===== src/rtl/demo_clk_pkg.sv =====
// Shared types and defaults for the picoMIPS clock/step generator.
// Contents:
//   mode_t            - encoding of the mode input (reserved value acts as HOLD)
//   DIV_W_DEFAULT     - prescaler width giving ~12 Hz RUN rate at 50 MHz
//   DEBOUNCE_DEFAULT  - stable-sample count for a 10 ms debounce at 50 MHz
package demo_clk_pkg;

  typedef enum logic [1:0] {
    MODE_HOLD = 2'b00,
    MODE_RUN  = 2'b01,
    MODE_STEP = 2'b10,
    MODE_RSVD = 2'b11
  } mode_t;

  localparam int unsigned DIV_W_DEFAULT    = 22;
  localparam int unsigned DEBOUNCE_DEFAULT = 500000;

endpackage


===== src/rtl/btn_debounce.sv =====
// Push-button conditioner: 2-FF synchroniser, stable-count debouncer and a
// registered rising-edge detect of the debounced level.
// Ports:
//   fastclk     in  board clock, all state on its rising edge
//   n_reset     in  synchronous active-low reset
//   raw_in      in  raw asynchronous button level
//   level_out   out debounced level
//   rise_pulse  out one-cycle pulse, high in the cycle after level_out rises
module btn_debounce #(
  parameter int unsigned DEBOUNCE_CYCLES = 500000
) (
  input  logic fastclk,
  input  logic n_reset,
  input  logic raw_in,
  output logic level_out,
  output logic rise_pulse
);

  localparam int unsigned CntW = (DEBOUNCE_CYCLES > 1) ? $clog2(DEBOUNCE_CYCLES) : 1;
  localparam logic [CntW-1:0] CntMax = CntW'(DEBOUNCE_CYCLES - 1);

  logic            s1;
  logic            s2;
  logic [CntW-1:0] cnt;

  always_ff @(posedge fastclk) begin
    if (!n_reset) begin
      s1         <= 1'b0;
      s2         <= 1'b0;
      level_out  <= 1'b0;
      cnt        <= '0;
      rise_pulse <= 1'b0;
    end else begin
      s1         <= raw_in;
      s2         <= s1;
      rise_pulse <= 1'b0;
      if (s2 == level_out) begin
        // Any disagreement run shorter than DEBOUNCE_CYCLES restarts here.
        cnt <= '0;
      end else if (cnt == CntMax) begin
        level_out  <= s2;
        cnt        <= '0;
        // Pulse is set on the same edge the level flips, so it is registered
        // yet visible one cycle after the level change.
        rise_pulse <= s2;
      end else begin
        cnt <= cnt + 1'b1;
      end
    end
  end

endmodule


===== src/rtl/clock_step_gen.sv =====
// Single-cycle clock-enable generator for running picoMIPS at human speed.
// Modes: HOLD (no ticks), RUN (divided rate), STEP (one tick per debounced
// button press). Everything stays in the fastclk domain.
// Ports:
//   fastclk     in  board clock
//   n_reset     in  synchronous active-low reset
//   mode        in  00 HOLD, 01 RUN, 10 STEP, 11 reserved (HOLD)
//   rate_sel    in  RUN speed select, period = 2**(DIV_W - rate_sel)
//   step_btn    in  raw push-button, active high
//   tick        out registered one-cycle CPU enable
//   slow_clk    out visible square wave in RUN, 0 otherwise
//   tick_count  out wrapping count of issued ticks
//   running     out high while the registered mode is RUN
module clock_step_gen
  import demo_clk_pkg::*;
#(
  parameter int unsigned DIV_W           = DIV_W_DEFAULT,
  parameter int unsigned RATE_SEL_W      = 2,
  parameter int unsigned DEBOUNCE_CYCLES = DEBOUNCE_DEFAULT,
  parameter int unsigned CNT_W           = 16
) (
  input  logic                  fastclk,
  input  logic                  n_reset,
  input  logic [1:0]            mode,
  input  logic [RATE_SEL_W-1:0] rate_sel,
  input  logic                  step_btn,
  output logic                  tick,
  output logic                  slow_clk,
  output logic [CNT_W-1:0]      tick_count,
  output logic                  running
);

  mode_t            mode_q;
  mode_t            mode_next;
  logic             mode_chg;
  logic [DIV_W-1:0] prescaler;
  logic [DIV_W-1:0] period_m1;
  logic [DIV_W-1:0] half_m1;
  logic             wrap;
  logic             step_rise;
  logic             unused_level;

  btn_debounce #(
    .DEBOUNCE_CYCLES(DEBOUNCE_CYCLES)
  ) u_btn_debounce (
    .fastclk   (fastclk),
    .n_reset   (n_reset),
    .raw_in    (step_btn),
    .level_out (unused_level),
    .rise_pulse(step_rise)
  );

  always_comb begin
    mode_next = mode_t'(mode);
    mode_chg  = (mode_next != mode_q);
    // P-1 and P/2-1 as all-ones masks shifted by the rate select.
    period_m1 = {DIV_W{1'b1}} >> rate_sel;
    half_m1   = period_m1 >> 1;
    // >= so a mid-period speed-up wraps on the next edge instead of overrunning.
    wrap      = (prescaler >= period_m1);
  end

  always_ff @(posedge fastclk) begin
    if (!n_reset) begin
      mode_q     <= MODE_HOLD;
      prescaler  <= '0;
      tick       <= 1'b0;
      slow_clk   <= 1'b0;
      tick_count <= '0;
      running    <= 1'b0;
    end else begin
      mode_q     <= mode_next;
      running    <= (mode_next == MODE_RUN);
      tick_count <= tick_count + CNT_W'(tick);
      if (mode_chg) begin
        prescaler <= '0;
        tick      <= 1'b0;
        slow_clk  <= 1'b0;
      end else begin
        unique case (mode_q)
          MODE_RUN: begin
            tick      <= wrap;
            prescaler <= wrap ? '0 : prescaler + 1'b1;
            slow_clk  <= (prescaler <= half_m1);
          end
          MODE_STEP: begin
            tick      <= step_rise;
            prescaler <= '0;
            slow_clk  <= 1'b0;
          end
          default: begin
            tick      <= 1'b0;
            prescaler <= '0;
            slow_clk  <= 1'b0;
          end
        endcase
      end
    end
  end

endmodule


===== config.mk =====
export PLATFORM = sky130hd
export DESIGN_NAME = clock_step_gen
export DESIGN_NICKNAME = d
export VERILOG_FILES = /design/src/rtl/demo_clk_pkg.sv /design/src/rtl/btn_debounce.sv /design/src/rtl/clock_step_gen.sv
export SDC_FILE = /design/constraint.sdc
export NUM_CORES = 1
export LEC_CHECK = 0
export CAP_MARGIN = 25
export CORE_ASPECT_RATIO = 1.1
export CORE_MARGIN = 2
export CORE_UTILIZATION = 57
export CTS_CLUSTER_SIZE = 30
export DETAILED_ROUTE_END_ITERATION = 12
export GPL_ROUTABILITY_DRIVEN = 0
export PLACE_DENSITY = 0.86
export SETUP_SLACK_MARGIN = 0.02
export SLEW_MARGIN = 30
export SYNTH_ARGS = -nofsm -noshare
export SYNTH_HDL_FRONTEND = slang
export SYNTH_SLANG_ARGS = --single-unit

===== constraint.sdc =====
create_clock -name fastclk -period 2.57 [get_ports fastclk]
set_input_delay 0.514 -clock fastclk [delete_from_list [all_inputs] [get_ports fastclk]]
set_output_delay 0.514 -clock fastclk [all_outputs]
set_load 0.1 [all_outputs]

Word level (Yosys, flattened, before mapping)
Index checks and enable logic that the tools add are counted.
{"block": "op_classes", "n_shift": 1, "n_lt_le_gt_ge": 2, "addsub": 3, "n_bitwise": 4, "eq_ne": 6, "muxes": 1, "n_reduce_logical": 6}
{"op": "22-bit by 1-bit adder with 22-bit output, second input constant", "n": 1}
{"op": "22-bit greater-or-equal comparator", "n": 1}
{"op": "22-bit by 21-bit <= comparator with 1-bit output", "n": 1}
{"op": "22-bit by 2-bit right shift with 22-bit output, first input constant", "n": 1}
{"op": "19-bit by 1-bit adder with 19-bit output, second input constant", "n": 1}
{"op": "19-bit equality test, second input constant", "n": 1}
{"op": "16-bit by 1-bit adder with 16-bit output", "n": 1}
{"op": "3-bit OR reduction", "n": 3}
{"op": "2-bit by 1-bit equality test with 1-bit output, second input constant", "n": 2}
{"op": "1-bit NOT", "n": 4}
{"op": "4-bit OR reduction", "n": 1}
{"op": "2-bit equality test, second input constant", "n": 1}
{"op": "2-bit inequality test", "n": 1}
{"op": "1-bit one-hot mux with 2 select lines", "n": 1}
{"op": "2-bit AND reduction", "n": 1}
{"op": "2-bit OR reduction", "n": 1}
{"op": "1-bit equality test", "n": 1}
{"block": "word_totals", "out_inout_bits": 19, "wordCells": 34, "reg_bits": 66, "in_bits": 7}

Logic depth before layout (Yosys ltp)
{"block": "logic_depth", "depth_word": 3, "mapped_depth": 7, "depth_no_buf": 6}

Hierarchy
Synthesis repeated with hierarchy kept, for this count alone.
{"block": "unflattened", "hier_cells": 339, "hier_area_um2": 3042.9}
{"module": "clock_step_gen", "seq_area_each_um2": 860.8, "area_each_um2": 2026.9, "cells_per_inst": 228, "n_inst": 1}
{"module": "btn_debounce", "seq_area_each_um2": 460.4, "area_each_um2": 1016.0, "cells_per_inst": 111, "n_inst": 1}

Worst setup path after synthesis
Ideal clock, no wire load.
{"block": "synth_path", "path_type": "flip-flop to flip-flop", "start": "reg tick_count[0]", "end": "reg tick_count[12]", "stages_incl_launch_ff": 7, "arrival_ns": 2.192, "synth_period_minus_slack_ns": 2.319, "t_required_ns": 2.442, "path_buffers": 0, "setup_time_ns": 0.128, "path_slack_ns": 0.251, "path_cell_list": "dfxtp_1 > ha_1 > ha_1 > nand3_1 > nor4_1 > xnor2_1 > nor2_1"}
{"block": "synth_via", "elab_chain_len": 1}
{"item": "start: declaration", "line": "clock_step_gen.sv:29", "source": "output logic [CNT_W-1:0] tick_count,"}
{"item": "start signal: assignment", "line": "clock_step_gen.sv:74", "source": "tick_count <= tick_count + CNT_W'(tick);"}
{"item": "16-bit by 1-bit adder with 16-bit output", "line": "clock_step_gen.sv:74"}
No other way between the ends.
A chain may end at the register's enable or synchronous reset.

Worst setup path after layout
{"block": "layout_path", "start": "in rate_sel[1]", "end": "reg tick"}
{"block": "layout_via", "elab_chain_len": 3}
{"item": "start: declaration", "line": "clock_step_gen.sv:25", "source": "input logic [RATE_SEL_W-1:0] rate_sel,"}
{"item": "22-bit by 2-bit right shift with 22-bit output", "line": "clock_step_gen.sv:57", "source": "period_m1 = {DIV_W{1'b1}} >> rate_sel;"}
{"item": "22-bit greater-or-equal comparator", "line": "clock_step_gen.sv:60", "source": "wrap = (prescaler >= period_m1);"}
{"item": "1-bit one-hot mux with 2 select lines", "line": "clock_step_gen.sv:80", "source": "unique case (mode_q)"}
{"item": "end signal: assignment", "line": "clock_step_gen.sv:82", "source": "tick <= wrap;"}
{"item": "end signal: assignment", "line": "clock_step_gen.sv:87", "source": "tick <= step_rise;"}
{"item": "end: declaration", "line": "clock_step_gen.sv:27", "source": "output logic tick,"}
No other way between the ends.

==> parameters.txt <==
Parameter                              Value

Outcome
  Outcome ... completed

Routing
  Average detailed-routed wire length per instance ... 13.6 um
  Violation count after the first detailed-routing iteration ... 89
  Vias ... 2494
  Number of iterations in the first detailed-routing pass ... 4
  Vias per cell ... 5.75
  Drc violations ... 0
  Total detailed-routing wirelength ... 5890 um
  Antenna-violating nets left ... 0

Clocking
  CTS buffer count ... 9
  Number of buffers on the longest clock path ... 2
  PostCTS Resize Cnt ... 0
  CTS tree ... done
  Clock transition time at the flip-flop clock pins of the worst setup and hold paths ... 0.06 ns
  Number of post-CTS setup repair buffers ... 0
  H-tree depth reported by CTS ... 3
  # clock sinks ... 66
  Hold buffer count at cts ... 0
  Cell chosen for the clock root ... sky130_fd_sc_hd__clkbuf_8
  Clock insertion delay at the later pin of the skew report ... 0.34 ns

STA
  Unrepaired setup endpoints after global routing ... no
  Worst slack on hold paths ... 0.437 ns
  Portion of the clock cycle consumed by the worst path in the final layout ... 87.9%
  Final Hold Vio Count ... 0
  TNS Setup ... 0 ns
  Slew Limit Fails ... 0
  Time the worst path needs with I/O delays and setup ... 2.26 ns
  Worst setup margin ... 0.312 ns
  Achievable Freq ... 443 MHz
  Slew at the pin closest to its max-slew limit ... 0.608 ns
  Setup Viol. Count Final ... 0
  Slew HR ... 59.1%
  Clk_skew ... 0.00480 ns

Setup path
  CP Launch Point ... rate_sel[1]
  Signal arrival time at the worst endpoint ... 2.44 ns
  Critical Path End Type ... flop
  Worst path top cell family by delay ... simple AND/OR/NAND/NOR gates
  Req. time, crit path ... 2.75 ns
  Worst setup path category ... in -> reg
  Buffers & Inverters on Critical Path ... 1
  Highest cell delay on the worst timing path ... 0.56 ns
  Highest fanout seen on the critical path ... 4
  Cells along the critical path ... clkdlybuf4s50_1 -> or2_2 -> ha_1 -> nand3_1 -> nor2_1 -> nand2_1 -> a2111oi_0
  Crit path launch type ... primary input
  Slowest CP cell ... sky130_fd_sc_hd__a2111oi_0
  Launch instance of the worst register-to-register path ... prescaler[0]

Final layout
  Share of cells above drive strength 1 ... 11.2%
  Post-Layout Cell Count ... 434
  Highest-count cells in the layout ignoring fill and taps ... sky130_fd_sc_hd__dfxtp_1, sky130_fd_sc_hd__nor2_1, sky130_fd_sc_hd__xnor2_1
  Antenna Cells ... 0
  Synth-to-Final Area Change ... 14.3%
  Most common cell after layout, fill and taps aside ... sky130_fd_sc_hd__dfxtp_1
  Post-layout net count ... 391

Floorplanning
  Floorplan die height ... 80.5 um
  Die Footprint ... 5920 um^2
  Die width ... 73.6 um
  Site row count ... 27
  IO Pins ... 26
  Floorplan core area ... 5070 um^2
  Initial core utilization ... 59.9%

Logic synthesis
  Sequential area share after synthesis ... 43.6%
  Total number of yosys warnings ... 0
  Post-synthesis cell type count ... 36
  Ys flop type ... sky130_fd_sc_hd__dfxtp_1
  Average cell area after synthesis ... 8.84 um^2
  Synth async-reset ratio ... 0%
  Synthesized Nets ... 362
  Post-synth EDFFs ... 0
  Number of cells produced by synthesis ... 343
  Netlist area before placement ... 3030 um^2
  Flop and latch count out of synthesis ... 66

Global routing
  Met2 Use GR ... 36.1%
  Met1 Use GR ... 24.4%
  Fraction of met3 tracks used by global routing ... 5.14%
  Initial antenna violation count ... 0
  GRT Overall Usage ... 21.2%
  Most congested layer reported by global routing ... met2
  Number of global-route vias before repair ... 2296
  Global-route congestion overflow total ... 0
  Largest net degree at the start of global routing ... 23
  Wire length of the first global-routing pass ... 9750 um

Place
  IO Port Bufs ... 25
  Sum of net half-perimeters after detailed placement ... 4060 um
  DP Cell Count ... 419
  Pre-CTS setup slack ... 0.161 ns

Hold path
  Worst hold path class ... reg -> reg
  Start point of the worst hold path ... prescaler[0]

Power and ir drop
  Power Density ... 552 nW/um^2
  Total power ... 1920 uW
  Peak supply drop ... 352 uV
  Leakage power summed over all cells ... 0.00120 uW

Run
  Max-capacitance violation count ... 0
==> synth_stat cells, types with 2 or more instances <==
cell type,count,area (um^2)
sky130_fd_sc_hd__a211o_1,2,17.5
sky130_fd_sc_hd__a21o_1,3,22.5
sky130_fd_sc_hd__a21oi_1,17,85.1
sky130_fd_sc_hd__and2_1,9,56.3
sky130_fd_sc_hd__and3_1,4,25.0
sky130_fd_sc_hd__and4_1,4,35.0
sky130_fd_sc_hd__clkbuf_1,8,30.0
sky130_fd_sc_hd__dfxtp_1,66,1320
sky130_fd_sc_hd__ha_1,12,150
sky130_fd_sc_hd__inv_1,10,37.5
sky130_fd_sc_hd__nand2_1,19,71.3
sky130_fd_sc_hd__nand3_1,21,105
sky130_fd_sc_hd__nand3b_1,2,15.0
sky130_fd_sc_hd__nand4_1,16,100
sky130_fd_sc_hd__nor2_1,49,184
sky130_fd_sc_hd__nor2b_1,2,12.5
sky130_fd_sc_hd__nor3_1,8,40.0
sky130_fd_sc_hd__nor4_1,9,56.3
sky130_fd_sc_hd__o21ai_0,8,40.0
sky130_fd_sc_hd__o31ai_1,5,37.5
sky130_fd_sc_hd__or2_2,2,12.5
sky130_fd_sc_hd__or3_1,9,56.3
sky130_fd_sc_hd__or4_1,6,45.0
sky130_fd_sc_hd__or4_4,2,22.5
sky130_fd_sc_hd__xnor2_1,25,219
sky130_fd_sc_hd__xor2_1,15,131
==> registers in the layout (all words and copies together), names as in the netlist <==
name                       flops
tick_count                    16
u_btn_debounce.cnt            19
tick                           1
mode_q                         2
prescaler                     22
u_btn_debounce.level_out       1
u_btn_debounce.s1              1
u_btn_debounce.s2              1
u_btn_debounce.rise_pulse      1
slow_clk                       1
running                        1
==> layer usage <==
| metal | vias to the layer above | part of all wire, % |
|---|---|---|
| met5 | - | 0 |
| met4 | 0 | 2.4 |
| met3 | 12 | 3.3 |
| met2 | 47 | 48 |
| met1 | 1160 | 46 |
| li1 | 1275 | - |
==> final timing paths <==
kind | end | depth (start not counted) | slack (ns)
max | tick | 7 | 0.31
min | prescaler[0] | 1 | 0.44
max reg2reg | tick | 5 | 0.39
min reg2reg | prescaler[0] | 1 | 0.44
==> per-stage QoR <==
| stage | instance area (um^2) | util (%) |
|---|---|---|
| 2_1_floorplan | 3030 | - |
| 3_3_place_gp | 3280 | 64.8 |
| 3_5_place_dp | 3280 | 64.8 |
| 4_1_cts | 3470 | 68.4 |
| 5_1_grt | 3470 | 68.4 |
| 6_report | 3470 | 68.4 |
==> layout make-up <==
cell class | instances | area, um^2
clock buffer | 12 | 145
clock inverter | 3 | 40.0
fill | 375 | 1600
inverter | 10 | 37.5
multi-input combinational | 258 | 1630
sequential | 66 | 1320
tap | 58 | 72.6
timing repair buffer | 27 | 218
==> power by group <==
group	leakage, uW	internal, uW	switching [uW]
sequential	0.000533	1030	3.35
clock	0.0000962	466	366
combinational	0.000569	21.5	30.6
==> kinds of logic (layout without fill, tap and decap cells) <==
logic type                 count (synthesis)  after routing  synth area share (%)
muxes                                      1              1                 0.330
adders and majority gates                 12             12                  4.95
and+or+nand+nor                          167            167                  29.2
AOI/OAI and AO/OA                         38             38                  7.84
xor gates and xnor gates                  40             40                  11.6
buffers and inverters                     19             52                  2.60
DFF                                       66             66                  43.6
No activity file was read; power rests on OpenSTA's default activity.
